`src/rtl/cr_clic_int_hsk_if.sv`:
```
// CLIC-to-core interrupt handshake bundle: arbiter winner, cp0 state, core request/ack, kid clear.
// CLIC_INT_THRESH_EN adds the cp0_clic_mintthresh level threshold.
interface cr_clic_int_hsk_if #(
  parameter int ID_WIDTH = 12
);
  logic [ID_WIDTH-1:0] arb_ctrl_int_id;
  logic [7:0]          arb_ctrl_int_il;
  logic                arb_ctrl_int_hv;
  logic                arb_ctrl_int_mode;
  logic                cp0_clic_int_en;
  logic [7:0]          cp0_clic_mil;
`ifdef CLIC_INT_THRESH_EN
  logic [7:0]          cp0_clic_mintthresh;
`endif
  logic                cpu_clic_int_ack;
  logic                clic_cpu_int_req;
  logic [ID_WIDTH-1:0] clic_cpu_int_id;
  logic [7:0]          clic_cpu_int_il;
  logic                clic_cpu_int_hv;
  logic                clic_cpu_int_mode;
  logic                ctrl_kid_int_clr;
  logic [ID_WIDTH-1:0] ctrl_kid_int_clr_id;
  logic                ctrl_busy;

`ifdef CLIC_INT_THRESH_EN
  modport slave (
    input  arb_ctrl_int_id, arb_ctrl_int_il,
    input  arb_ctrl_int_hv, arb_ctrl_int_mode,
    input  cp0_clic_int_en, cp0_clic_mil,
    input  cp0_clic_mintthresh,
    input  cpu_clic_int_ack,
    output clic_cpu_int_req, clic_cpu_int_id,
    output clic_cpu_int_il, clic_cpu_int_hv,
    output clic_cpu_int_mode,
    output ctrl_kid_int_clr, ctrl_kid_int_clr_id,
    output ctrl_busy
  );
  modport master (
    output arb_ctrl_int_id, arb_ctrl_int_il,
    output arb_ctrl_int_hv, arb_ctrl_int_mode,
    output cp0_clic_int_en, cp0_clic_mil,
    output cp0_clic_mintthresh,
    output cpu_clic_int_ack,
    input  clic_cpu_int_req, clic_cpu_int_id,
    input  clic_cpu_int_il, clic_cpu_int_hv,
    input  clic_cpu_int_mode,
    input  ctrl_kid_int_clr, ctrl_kid_int_clr_id,
    input  ctrl_busy
  );
`else
  modport slave (
    input  arb_ctrl_int_id, arb_ctrl_int_il,
    input  arb_ctrl_int_hv, arb_ctrl_int_mode,
    input  cp0_clic_int_en, cp0_clic_mil,
    input  cpu_clic_int_ack,
    output clic_cpu_int_req, clic_cpu_int_id,
    output clic_cpu_int_il, clic_cpu_int_hv,
    output clic_cpu_int_mode,
    output ctrl_kid_int_clr, ctrl_kid_int_clr_id,
    output ctrl_busy
  );
  modport master (
    output arb_ctrl_int_id, arb_ctrl_int_il,
    output arb_ctrl_int_hv, arb_ctrl_int_mode,
    output cp0_clic_int_en, cp0_clic_mil,
    output cpu_clic_int_ack,
    input  clic_cpu_int_req, clic_cpu_int_id,
    input  clic_cpu_int_il, clic_cpu_int_hv,
    input  clic_cpu_int_mode,
    input  ctrl_kid_int_clr, ctrl_kid_int_clr_id,
    input  ctrl_busy
  );
`endif
endinterface

```
`src/rtl/cr_clic_int_hsk.sv`:
```
// CLIC interrupt request/ack handshake FSM towards the core (IDLE/REQ/CLR/WAIT).
// Define CLIC_INT_THRESH_EN to also gate requests on cp0_clic_mintthresh.
module cr_clic_int_hsk #(
  parameter int ID_WIDTH = 12
) (
  input logic            out_clk,
  input logic            cpurst_b,
  cr_clic_int_hsk_if.slave hsk
);

  typedef enum logic [1:0] {
    IDLE,
    REQ,
    CLR,
    WAIT
  } state_t;

  state_t              state_q;
  logic                req_q;
  logic [ID_WIDTH-1:0] id_q;
  logic [7:0]          il_q;
  logic                hv_q;
  logic                mode_q;
  logic                clr_q;
  logic [ID_WIDTH-1:0] clr_id_q;
  logic                thr_ok;
  logic                cand;
  logic                new_id;

`ifdef CLIC_INT_THRESH_EN
  assign thr_ok = hsk.arb_ctrl_int_il > hsk.cp0_clic_mintthresh;
`else
  assign thr_ok = 1'b1;
`endif

  assign cand = hsk.cp0_clic_int_en
              & (hsk.arb_ctrl_int_il != 8'd0)
              & (hsk.arb_ctrl_int_il > hsk.cp0_clic_mil)
              & thr_ok;

  assign new_id = hsk.arb_ctrl_int_id != id_q;

  always_ff @(posedge out_clk or negedge cpurst_b) begin
    if (!cpurst_b) begin
      state_q  <= IDLE;
      req_q    <= 1'b0;
      id_q     <= '0;
      il_q     <= '0;
      hv_q     <= 1'b0;
      mode_q   <= 1'b0;
      clr_q    <= 1'b0;
      clr_id_q <= '0;
    end else begin
      clr_q    <= 1'b0;
      clr_id_q <= '0;
      unique case (state_q)
        IDLE: begin
          if (cand) begin
            state_q <= REQ;
            req_q   <= 1'b1;
            id_q    <= hsk.arb_ctrl_int_id;
            il_q    <= hsk.arb_ctrl_int_il;
            hv_q    <= hsk.arb_ctrl_int_hv;
            mode_q  <= hsk.arb_ctrl_int_mode;
          end
        end
        REQ: begin
          // ack wins over reload/withdraw; clear the id the core saw
          if (hsk.cpu_clic_int_ack) begin
            state_q  <= CLR;
            clr_q    <= 1'b1;
            clr_id_q <= id_q;
            req_q    <= 1'b0;
            id_q     <= '0;
            il_q     <= '0;
            hv_q     <= 1'b0;
            mode_q   <= 1'b0;
          end else if (!cand) begin
            state_q <= IDLE;
            req_q   <= 1'b0;
            id_q    <= '0;
            il_q    <= '0;
            hv_q    <= 1'b0;
            mode_q  <= 1'b0;
          end else if (new_id) begin
            id_q   <= hsk.arb_ctrl_int_id;
            il_q   <= hsk.arb_ctrl_int_il;
            hv_q   <= hsk.arb_ctrl_int_hv;
            mode_q <= hsk.arb_ctrl_int_mode;
          end
        end
        CLR:     state_q <= WAIT;
        WAIT:    state_q <= IDLE;
        default: state_q <= IDLE;
      endcase
    end
  end

  assign hsk.clic_cpu_int_req    = req_q;
  assign hsk.clic_cpu_int_id     = id_q;
  assign hsk.clic_cpu_int_il     = il_q;
  assign hsk.clic_cpu_int_hv     = hv_q;
  assign hsk.clic_cpu_int_mode   = mode_q;
  assign hsk.ctrl_kid_int_clr    = clr_q;
  assign hsk.ctrl_kid_int_clr_id = clr_id_q;
  assign hsk.ctrl_busy           = (state_q != IDLE) | req_q;

endmodule
```
`src/flat_wrapper.sv`:
```
// flat-port wrapper written by rule: the top's interface ports become plain ports
module cr_clic_int_hsk_flat 
#(
  parameter int ID_WIDTH = 12
)
  (out_clk, cpurst_b, hsk_arb_ctrl_int_id, hsk_arb_ctrl_int_il, hsk_arb_ctrl_int_hv, hsk_arb_ctrl_int_mode, hsk_cp0_clic_int_en, hsk_cp0_clic_mil, hsk_cpu_clic_int_ack, hsk_clic_cpu_int_req, hsk_clic_cpu_int_id, hsk_clic_cpu_int_il, hsk_clic_cpu_int_hv, hsk_clic_cpu_int_mode, hsk_ctrl_kid_int_clr, hsk_ctrl_kid_int_clr_id, hsk_ctrl_busy);
  cr_clic_int_hsk_if #(.ID_WIDTH(ID_WIDTH)) hsk_i ();
  input logic out_clk;
  input logic cpurst_b;
  input wire logic [$bits(hsk_i.arb_ctrl_int_id)-1:0] hsk_arb_ctrl_int_id;
  input wire logic [$bits(hsk_i.arb_ctrl_int_il)-1:0] hsk_arb_ctrl_int_il;
  input wire logic [$bits(hsk_i.arb_ctrl_int_hv)-1:0] hsk_arb_ctrl_int_hv;
  input wire logic [$bits(hsk_i.arb_ctrl_int_mode)-1:0] hsk_arb_ctrl_int_mode;
  input wire logic [$bits(hsk_i.cp0_clic_int_en)-1:0] hsk_cp0_clic_int_en;
  input wire logic [$bits(hsk_i.cp0_clic_mil)-1:0] hsk_cp0_clic_mil;
  input wire logic [$bits(hsk_i.cpu_clic_int_ack)-1:0] hsk_cpu_clic_int_ack;
  output wire logic [$bits(hsk_i.clic_cpu_int_req)-1:0] hsk_clic_cpu_int_req;
  output wire logic [$bits(hsk_i.clic_cpu_int_id)-1:0] hsk_clic_cpu_int_id;
  output wire logic [$bits(hsk_i.clic_cpu_int_il)-1:0] hsk_clic_cpu_int_il;
  output wire logic [$bits(hsk_i.clic_cpu_int_hv)-1:0] hsk_clic_cpu_int_hv;
  output wire logic [$bits(hsk_i.clic_cpu_int_mode)-1:0] hsk_clic_cpu_int_mode;
  output wire logic [$bits(hsk_i.ctrl_kid_int_clr)-1:0] hsk_ctrl_kid_int_clr;
  output wire logic [$bits(hsk_i.ctrl_kid_int_clr_id)-1:0] hsk_ctrl_kid_int_clr_id;
  output wire logic [$bits(hsk_i.ctrl_busy)-1:0] hsk_ctrl_busy;
  assign hsk_i.arb_ctrl_int_id = hsk_arb_ctrl_int_id;
  assign hsk_i.arb_ctrl_int_il = hsk_arb_ctrl_int_il;
  assign hsk_i.arb_ctrl_int_hv = hsk_arb_ctrl_int_hv;
  assign hsk_i.arb_ctrl_int_mode = hsk_arb_ctrl_int_mode;
  assign hsk_i.cp0_clic_int_en = hsk_cp0_clic_int_en;
  assign hsk_i.cp0_clic_mil = hsk_cp0_clic_mil;
  assign hsk_i.cpu_clic_int_ack = hsk_cpu_clic_int_ack;
  assign hsk_clic_cpu_int_req = hsk_i.clic_cpu_int_req;
  assign hsk_clic_cpu_int_id = hsk_i.clic_cpu_int_id;
  assign hsk_clic_cpu_int_il = hsk_i.clic_cpu_int_il;
  assign hsk_clic_cpu_int_hv = hsk_i.clic_cpu_int_hv;
  assign hsk_clic_cpu_int_mode = hsk_i.clic_cpu_int_mode;
  assign hsk_ctrl_kid_int_clr = hsk_i.ctrl_kid_int_clr;
  assign hsk_ctrl_kid_int_clr_id = hsk_i.ctrl_kid_int_clr_id;
  assign hsk_ctrl_busy = hsk_i.ctrl_busy;
  cr_clic_int_hsk #(.ID_WIDTH(ID_WIDTH)) u_core (.out_clk(out_clk), .cpurst_b(cpurst_b), .hsk(hsk_i));
endmodule
```
`config.mk`:
```
export PLATFORM = sky130hd
export DESIGN_NAME = cr_clic_int_hsk_flat
export DESIGN_NICKNAME = d
export VERILOG_FILES = /design/src/rtl/cr_clic_int_hsk_if.sv /design/src/rtl/cr_clic_int_hsk.sv /design/src/flat_wrapper.sv
export SDC_FILE = /design/constraint.sdc
export NUM_CORES = 1
export LEC_CHECK = 0
export CORE_MARGIN = 2
export CORE_UTILIZATION = 40
export CTS_CLUSTER_SIZE = 10
export DETAILED_ROUTE_END_ITERATION = 7
export PLACE_DENSITY = 0.75
export SLEW_MARGIN = 20
export SYNTH_ARGS = -nofsm -noshare
export SYNTH_HDL_FRONTEND = slang
export SYNTH_SLANG_ARGS = --single-unit
```
`constraint.sdc`:
```
create_clock -name out_clk -period 2.1 [get_ports out_clk]
set_input_delay 0.42 -clock out_clk [delete_from_list [all_inputs] [get_ports out_clk]]
set_output_delay 0.42 -clock out_clk [all_outputs]
set_load 0.01 [all_outputs]
```
==> Yosys cells after proc, flatten, opt, wreduce, memory -nomap -nowiden <==
Cells that the tools add are included.
W data, S select, Z words.
{ "word_totals": {"reg_bits": 38, "input_bits": 34, "elab_cells": 58} }
{ "classes": {"order_cmp": 1, "n_eq_ne": 7, "muxes": 32, "n_bitwise": 3, "n_reduce_logical": 7} }
{ "op_table": {"columns": ["cell", "count"], "rows": [
  ["$mux W12", 6],
  ["$mux W8", 4],
  ["$pmux W12 S2", 1],
  ["$pmux W8 S2", 1],
  ["$mux W1", 13],
  ["$ne A12 B12 Y1", 1],
  ["$gt A8 B8 Y1", 1],
  ["$pmux W2 S4", 1],
  ["$reduce_bool A8 Y1", 1],
  ["$mux W2", 3],
  ["$pmux W1 S2", 3],
  ["$reduce_and A3 Y1", 2],
  ["$eq A2 B2 Y1 const B", 2],
  ["$ne A4 B4 Y1 const B", 1],
  ["$reduce_bool A2 Y1", 2],
  ["$ne A3 B3 Y1 const B", 1],
  ["$and A1 B1 Y1", 2],
  ["$eq A2 B1 Y1 const B", 1],
  ["$logic_not A2 Y1", 1],
  ["$ne A2 B1 Y1 const B", 1],
  ["$reduce_and A2 Y1", 1],
  ["$or A1 B1 Y1", 1]
]} }

==> Longest topological paths before layout <==
Gate-level depths: netlist (run 1).
{ "depth": {"depth_word": 6, "mapped_depth": 9} }

==> Worst setup path after synthesis (run 1) <==
Ideal clock, no wire load.
{ "synth_timing": {"path_kind": "input to register", "startpoint": "in hsk_cp0_clic_mil[3]", "endpoint": "reg u_core.hv_q (netlist: u_core.hsk.clic_cpu_int_hv)", "setup_ns": 0.125, "arrival_ns": 2.051, "required_time_ns": 1.975, "setup_slack_ns": -0.076, "stages": 9, "n_path_buf": 1, "path_cell_list": "inv_1 ha_1 nand2_1 o21bai_1 a211o_1 a21oi_2 mux2_4 buf_12 mux2i_1"} }
{ "synth_between": {"elab_chain_cells": 5} }
{ "synth_lines": {"columns": ["element", "line_no", "source"], "rows": [
  ["from (decl)", "flat_wrapper.sv:15", "input wire logic [$bits(hsk_i.cp0_clic_mil)-1:0] hsk_cp0_clic_mil;"],
  ["$gt A8 B8 Y1 *", "cr_clic_int_hsk.sv:38", "& (hsk.arb_ctrl_int_il > hsk.cp0_clic_mil)"],
  ["$and A1 B1 Y1 *", "cr_clic_int_hsk.sv:38", null],
  ["$mux W1", "cr_clic_int_hsk.sv:78", "end else if (!cand) begin"],
  ["$mux W1", "cr_clic_int_hsk.sv:69", "if (hsk.cpu_clic_int_ack) begin"],
  ["$pmux W1 S2", "cr_clic_int_hsk.sv:56", "unique case (state_q)"],
  ["to (signal assigned)", "cr_clic_int_hsk.sv:63", "hv_q <= hsk.arb_ctrl_int_hv;"],
  ["to (signal assigned)", "cr_clic_int_hsk.sv:88", "hv_q <= hsk.arb_ctrl_int_hv;"],
  ["to (decl)", "cr_clic_int_hsk.sv:22", "logic hv_q;"]
]} }
Mark *: on every way between the ends. The rest lies on a longest branch, timed or not.
A chain may end at the register's enable or synchronous reset.

==> Worst setup path after layout (run 1) <==
{ "layout_timing": {"startpoint": "in hsk_arb_ctrl_int_il[4]", "endpoint": "reg u_core.id_q[5] (netlist: u_core.hsk.clic_cpu_int_id[5])"} }
{ "layout_between": {"elab_chain_cells": 6} }
{ "layout_lines": {"columns": ["element", "line_no", "source"], "rows": [
  ["from (decl)", "flat_wrapper.sv:11", "input wire logic [$bits(hsk_i.arb_ctrl_int_il)-1:0] hsk_arb_ctrl_int_il;"],
  ["branches (longest 2 deep; another with $gt A8 B8 Y1)", null, null],
  ["$and A1 B1 Y1 *", "cr_clic_int_hsk.sv:38", null],
  ["$mux W12", "cr_clic_int_hsk.sv:78", null],
  ["$mux W12", "cr_clic_int_hsk.sv:69", null],
  ["$pmux W12 S2", "cr_clic_int_hsk.sv:56", null],
  ["to (signal assigned)", "cr_clic_int_hsk.sv:61", "id_q <= hsk.arb_ctrl_int_id;"],
  ["to (signal assigned)", "cr_clic_int_hsk.sv:86", "id_q <= hsk.arb_ctrl_int_id;"],
  ["to (decl)", "cr_clic_int_hsk.sv:20", "logic [ID_WIDTH-1:0] id_q;"]
]} }
Every way passes the cells marked *.

==> results of run 1 <==
## power breakdown
part	leakage, nW	total (mW)	internal (mW)	switching, mW
Clock	0.0714	0.771	0.507	0.264
Sequential	0.484	1.26	1.02	0.243
Combinational	0.910	1.84	1.00	0.839
## sequential cells by signal (all words and copies together), names as in the netlist, named ones only
signal                          count
u_core.hsk.clic_cpu_int_id         12
u_core.hsk.clic_cpu_int_hv          1
u_core.hsk.clic_cpu_int_req         1
u_core.hsk.clic_cpu_int_mode        1
u_core.hsk.ctrl_kid_int_clr         1
u_core.hsk.clic_cpu_int_il          8
u_core.hsk.ctrl_kid_int_clr_id     12
u_core.state_q                      1
## final cells by class
cell class,count,share of cell area
Sequential cell,38,0.307
Clock inverter,2,0.0194
Timing Repair Buffer,89,0.261
Multi-Input combinational cell,111,0.321
Clock buffer,6,0.0266
Tap cell,67,0.0270
Inverter,31,0.0375
## logic make-up (layout without fill, tap and decap cells)
family | after synthesis | in the layout | share of synthesized area
AO/OA/AOI/OAI | 36 | 36 | 0.111
flip-flops | 38 | 38 | 0.486
buffers and inverters | 39 | 128 | 0.0926
AND/OR/NAND/NOR | 29 | 29 | 0.0863
adder cells (fa/ha/maj) | 8 | 8 | 0.0511
XOR/XNOR | 12 | 12 | 0.0537
multiplexers | 23 | 26 | 0.120
## cell usage after synthesis, types with 3 or more instances
| cell type | number | area share |
|---|---|---|
| sky130_fd_sc_hd__and3_1 | 12 | 0.038 |
| sky130_fd_sc_hd__clkbuf_1 | 4 | 0.0077 |
| sky130_fd_sc_hd__dfrtp_1 | 38 | 0.49 |
| sky130_fd_sc_hd__ha_1 | 8 | 0.051 |
| sky130_fd_sc_hd__inv_1 | 30 | 0.058 |
| sky130_fd_sc_hd__mux2i_1 | 22 | 0.11 |
| sky130_fd_sc_hd__nor2_1 | 3 | 0.0058 |
| sky130_fd_sc_hd__nor4_1 | 4 | 0.013 |
| sky130_fd_sc_hd__o21ai_0 | 3 | 0.0077 |
| sky130_fd_sc_hd__o21ai_1 | 20 | 0.051 |
| sky130_fd_sc_hd__xnor2_1 | 8 | 0.036 |
| sky130_fd_sc_hd__xor2_1 | 4 | 0.018 |
## critical path, cell delays in order
cell and delay (ps):
sky130_fd_sc_hd__dlygate4sd2_1 270, sky130_fd_sc_hd__ha_1 330, sky130_fd_sc_hd__nor2_1 50, sky130_fd_sc_hd__a211o_1 320
sky130_fd_sc_hd__a21oi_4 280, sky130_fd_sc_hd__mux2_4 410, sky130_fd_sc_hd__mux2i_1 150
## final timing paths
kind / slack [ps] / depth (start not counted) / endpoint
max: 40 / 7 / u_core.hsk.clic_cpu_int_id[5]
min: 120 / 1 / u_core.hsk.clic_cpu_int_id[9]
max reg2reg: 260 / 6 / u_core.hsk.clic_cpu_int_id[5]
min reg2reg: 510 / 2 / u_core.hsk.clic_cpu_int_il[6]
max in group asynchronous: 1440 / 2 / async pin
min in group out_clk: 450 / 3 / u_core.hsk.clic_cpu_int_il[3]
## metrics by stage
step	worst slack (ps)	hold slack (ps)	setup TNS (ps)	utilization
after global placement	-550	450	-12630	0.598
after detailed placement	-639	450	-14360	0.598
after floorplan	1.80	124	0	-
after global routing	-17.3	161	-79.0	0.656
final	35.6	120	0	0.656
after CTS	2.15	126	0	0.655
## layer usage
| layer | vias up | GRT usage |
|---|---|---|
| met4 | 0 | 0.0889 |
| met3 | 9 | 0.0542 |
| met5 | - | 0 |
| met1 | 845 | 0.278 |
| li1 | 806 | - |
| met2 | 53 | 0.325 |
## timing repair
item	CTS	global route
setup buffers	2	0
gates resized for setup	52	3
endpoints found under the hold margin	0	0
setup endpoints to repair	23	21
pin swaps	11	2
cloned	3	0
==> out/summary.txt, run 1 <==
====================================================================================
Status ................................................................ complete, no violations
Synth Warn # ..........................................................            0
Distinct cell type count after synthesis ..............................           34
First-pass GRT wire length ............................................      8420 um
Antenna Cells .........................................................            0
Wirelength, routed ....................................................      5680 um
Total clock buffers created by CTS ....................................            5
Commonest non-fill, non-tap cell in the layout ........................ sky130_fd_sc_hd__clkdlybuf4s50_1
Antenna violations before repair ......................................            0
Met2 layer wire length in the routed design ...........................      2850 um
Total routed wire length on the met1 layer ............................      2430 um
Post-Synthesis Cell Area ..............................................    1960 um^2
Per-cell via count in the routed design ...............................         4.98
R2R Path Start ........................................................ u_core.hsk.clic_cpu_int_id[11]
Power density normalized to cell area ................................. 1250 nW/um^2
Placed cell count .....................................................          331
Share of the clock period used by the worst path after layout .........        0.983
H-tree level count ....................................................            2
Die X-Extent ..........................................................      74.0 um
Buffer levels on the longest clock path ...............................            2
Top achievable clock speed ............................................    0.484 GHz
Layout area overhead ..................................................        58.3%
Mean Syn Cell Area ....................................................    10.6 um^2
Endpoint type of the worst setup path .................................    flip-flop
Post-route DRC ........................................................            0
Crit Path Class ....................................................... input port to flip-flop
Detail Route Antenna Nets .............................................            0
CP Launch Type ........................................................   input port
Number of register bits inferred by synthesis .........................           38
Boundary pin count ....................................................           71
Worst clock skew ......................................................      8.78 ps
Max-slew violation total from the final report ........................            0
Predominant post-synthesis flop cell .................................. sky130_fd_sc_hd__dfrtp_1
Number of enable flip-flop cells after synthesis ......................            0
Root Buffer Master .................................................... sky130_fd_sc_hd__clkbuf_8
Total number of placement rows ........................................           25
Overall fraction of global-route tracks in use ........................        0.209
Worst setup path startpoint ........................................... hsk_arb_ctrl_int_il[4]
Overall power of the completed layout .................................      3.87 mW
TritonCTS clock tree ..................................................          yes
Vias post-DR ..........................................................        1,713
Net total in the final layout .........................................          318
Clock transition at the registers of the reported paths ...............        80 ps
CP Data Arrival Time ..................................................      2240 ps
Critical path fanouts, max ............................................            6
FILL cells ............................................................          380
Number of global-route vias before repair .............................        1,631
Multi-input logic area ................................................     996 um^2
Placement-stage cell area .............................................    2830 um^2
Area of all placed cells without fillers ..............................    3100 um^2
Share of flip-flops with an asynchronous set or reset after synthesis .         1.00
MaxCap Viol Count .....................................................            0
Worst-skew pair later-pin latency .....................................       300 ps
Die span in y .........................................................      74.0 um
Highest metal layer with signal wires .................................         met4
Worst slew pin tran ...................................................       597 ps
Count of input and output buffers .....................................           70
Share of the yosys chip area belonging to registers ...................        0.486
Path type of the worst min-delay path ................................. input port to async pin
Die ar. ...............................................................    5470 um^2
Detailed placement HPWL ...............................................      3550 um
Max VDD drop ..........................................................       773 uV
Average wire per cell in the routed design ............................      16.5 um
Number of buffers inserted by hold repair at cts ......................            0
Final-report setup violation count ....................................            0
Post-synthesis cell count .............................................          185
Top library cells by usage in the layout, fill and taps aside ......... sky130_fd_sc_hd__clkdlybuf4s50_1, sky130_fd_sc_hd__dfrtp_1, sky130_fd_sc_hd__inv_1
First DRT Iteration DRCs ..............................................          137
Starting density of the core ..........................................        0.415
Routability-driven placement congestion ratio .........................        0.830
Final Hold Violating Endpoints ........................................            0
Maximum number of pins on one net before global-route repair ..........           27
Final global-route overflow total .....................................            0
Total area of sequential cells ........................................     951 um^2
Slew margin rel. ......................................................        0.602
Amount of wire on met3 after detailed routing .........................       261 um
Proportion of layout cells with a drive suffix above 1 ................        0.209
Worst path required time ..............................................      2280 ps
Final instance count without filler cells .............................          344
Leakage component of the power ........................................      1.47 nW
Minimum period implied by the final worst setup slack .................      2060 ps
CTS Sinks .............................................................           38
Total nets after synthesis ............................................          227
First-pass iteration count of the detailed router .....................            4
Floorplan core area ...................................................    4720 um^2
====================================================================================
Note: power is estimated with default switching activity, not from simulation.
==> inputs of run 2 (changes only) <==
Settings changed: PLACE_DENSITY 0.75 to 0.73.
==> run 2 against run 1 <==
Net effect: highest routed layer unchanged; sequential share of layout area is 0.62 points higher; setup slack improved by 20 ps; clock skew decreased by 2.3 ps; critical path depth unchanged; hold slack lost 54 ps; design area down 2.0%; sequential cell count unchanged.
==> out/summary.txt, run 2 (synthesis gave the netlist of run 1 again) <==
============================================================================
Number of global-route vias before repair .....................        1,656   +1.5%
CP Data Arrival Time ..........................................      2210 ps   -30 ps
First-pass GRT wire length ....................................      8120 um   -3.5%
Share of the clock period used by the worst path after layout .        0.974   -0.00948
CTS Sinks .....................................................           38   unchanged
Top achievable clock speed ....................................    0.489 GHz   +0.97%
Leakage component of the power ................................      1.43 nW   -2.5%
Buf/Inv on CP .................................................            1   unchanged
Slew margin rel. ..............................................        0.721   +0.118
Endpoint type of the worst setup path .........................    flip-flop
Proportion of layout cells with a drive suffix above 1 ........        0.209   unchanged
Final Hold Violating Endpoints ................................            0   unchanged
Top library cells by usage in the layout, fill and taps aside . sky130_fd_sc_hd__clkdlybuf4s50_1, sky130_fd_sc_hd__dfrtp_1, sky130_fd_sc_hd__inv_1
Final-report setup violation count ............................            0   unchanged
Post-placement worst setup slack ..............................      -555 ps   +84.0 ps
Root Buffer Master ............................................ sky130_fd_sc_hd__clkbuf_8
Total number of placement rows ................................           25   unchanged
Antenna violations before repair ..............................            0   unchanged
First DRT Iteration DRCs ......................................          101   -26%
Critical path fanouts, max ....................................            6   unchanged
Boundary pin count ............................................           71   unchanged
Max VDD drop ..................................................       666 uV   -14%
CP Launch Type ................................................   input port
Cell family with the largest share of critical-path delay ..... buffers and inverters
Layout area overhead ..........................................        55.1%
Total clock buffers created by CTS ............................            5   unchanged
Buffer levels on the longest clock path .......................            2   unchanged
Die X-Extent ..................................................      74.0 um   unchanged
Per-cell via count in the routed design .......................         4.82   -3.3%
Average wire per cell in the routed design ....................      14.6 um   -12%
Post-route worst hold slack ...................................      65.3 ps   -54.4 ps
Routability-driven placement congestion ratio .................        0.833   +0.29%
Path type of the worst min-delay path ......................... input port to async pin
Maximum number of pins on one net before global-route repair ..           24   -11%
Count of input and output buffers .............................           70   unchanged
Clock transition at the registers of the reported paths .......        70 ps   about the same
Floorplan core area ...........................................    4720 um^2   unchanged
Post-route DRC ................................................            0   unchanged
Worst clock skew ..............................................      6.49 ps   -2.29 ps
H-tree level count ............................................            2   unchanged
Minimum period implied by the final worst setup slack .........      2040 ps   -19.9 ps
Wirelength, routed ............................................      5020 um   -12%
FILL cells ....................................................          370   -2.6%
Placed cell count .............................................          333   +0.60%
Antenna Cells .................................................            0   unchanged
Overall power of the completed layout .........................      3.52 mW   -9.0%
Detailed placement HPWL .......................................      3490 um   -1.5%
Largest stage delay, worst path ...............................       500 ps   +90 ps
Status ........................................................ complete, no violations
Die ar. .......................................................    5470 um^2   unchanged
Vias post-DR ..................................................        1,657   -3.3%
Detail Route Antenna Nets .....................................            0   unchanged
Worst-skew pair later-pin latency .............................       280 ps   -20 ps
Worst path required time ......................................      2270 ps   about the same
Cell at the slowest stage of the critical path ................ sky130_fd_sc_hd__clkdlybuf4s50_1
Net total in the final layout .................................          319   +0.31%
First-pass iteration count of the detailed router .............            4   unchanged
Max-slew violation total from the final report ................            0   unchanged
Die span in y .................................................      74.0 um   unchanged
Worst slew pin tran ...........................................       415 ps   -181 ps
Final instance count without filler cells .....................          344   unchanged
Starting density of the core ..................................        0.415   unchanged
Commonest non-fill, non-tap cell in the layout ................ sky130_fd_sc_hd__clkdlybuf4s50_1
Final global-route overflow total .............................            0   unchanged
TritonCTS clock tree ..........................................          yes
Sequence of cells on the critical path ........................ clkdlybuf4s50_1 -> xnor2_1 -> nand4_1 -> nor4_1 -> a21oi_2 -> mux2_4 -> mux2i_1
Crit Path Class ............................................... input port to flip-flop
Power density normalized to cell area ......................... 1160 nW/um^2   -7.1%
MaxCap Viol Count .............................................            0   unchanged
Overall fraction of global-route tracks in use ................        0.196   -0.0128
PnR worst setup slack .........................................      55.5 ps   +19.9 ps
============================================================================
## run 2: cell count changes in the layout (fill, tap and decap cells not counted), sizes merged
cell,delta
clkdlybuf4s15,-1
dlygate4sd2,+1
bufinv,-2
clkbuf,+2
## run 2: per-layer routing
metal  vias up  track usage  part of all wire
li1        814            -                 -
met4         0       0.0545             0.014
met3         7       0.0501             0.041
met1       798        0.258              0.45
met2        38        0.323              0.49
met5         -            0                 0
## run 2: final timing paths
check | startpoint | endpoint | slack (ps) | cells after the start
min in group out_clk | u_core.hsk.clic_cpu_int_il[5] | u_core.hsk.clic_cpu_int_il[5] | 520 | 2
max in group asynchronous | cpurst_b | u_core.hsk.clic_cpu_int_id[7] | 1520 | 2
max | hsk_arb_ctrl_int_id[4] | u_core.hsk.clic_cpu_int_il[3] | 60 | 7
max reg2reg | u_core.hsk.clic_cpu_int_id[7] | u_core.hsk.clic_cpu_int_il[3] | 230 | 6
min reg2reg | u_core.hsk.clic_cpu_int_il[5] | u_core.hsk.clic_cpu_int_il[5] | 520 | 2
min | cpurst_b | u_core.hsk.clic_cpu_int_id[8] | 70 | 1
## run 2: metrics by stage
stage          setup TNS, ps  utilization  cell area [um^2]
6_report                   0        0.643              3040
5_1_grt                 -720        0.643              3040
4_1_cts                    0        0.642              3030
3_5_place_dp          -12530        0.601              2840
3_3_place_gp          -12270        0.601              2840
2_1_floorplan              0            -              1970
## run 2: what timing repair did
action	in CTS	in global routing
setup buffers	1	0
pin swaps	11	2
endpoints found under the setup margin	23	23
gates cloned	3	0
gates resized for setup	49	4
hold buffers	0	0
## run 2: layout make-up
class	count	area, um^2	share of cell area
Clock buffer	7	76.3	0.0251
Tap cell	67	83.8	0.0276
Sequential cell	38	951	0.313
Timing Repair Buffer	90	816	0.269
Inverter	31	116	0.0383
Multi-Input combinational cell	111	995	0.327
## run 2: power breakdown
part           total, mW  internal [mW]  switching, mW  leakage [nW]
Clock              0.464          0.228          0.236        0.0383
Sequential          1.27           1.02          0.251         0.484
Combinational       1.79           1.00          0.793         0.906
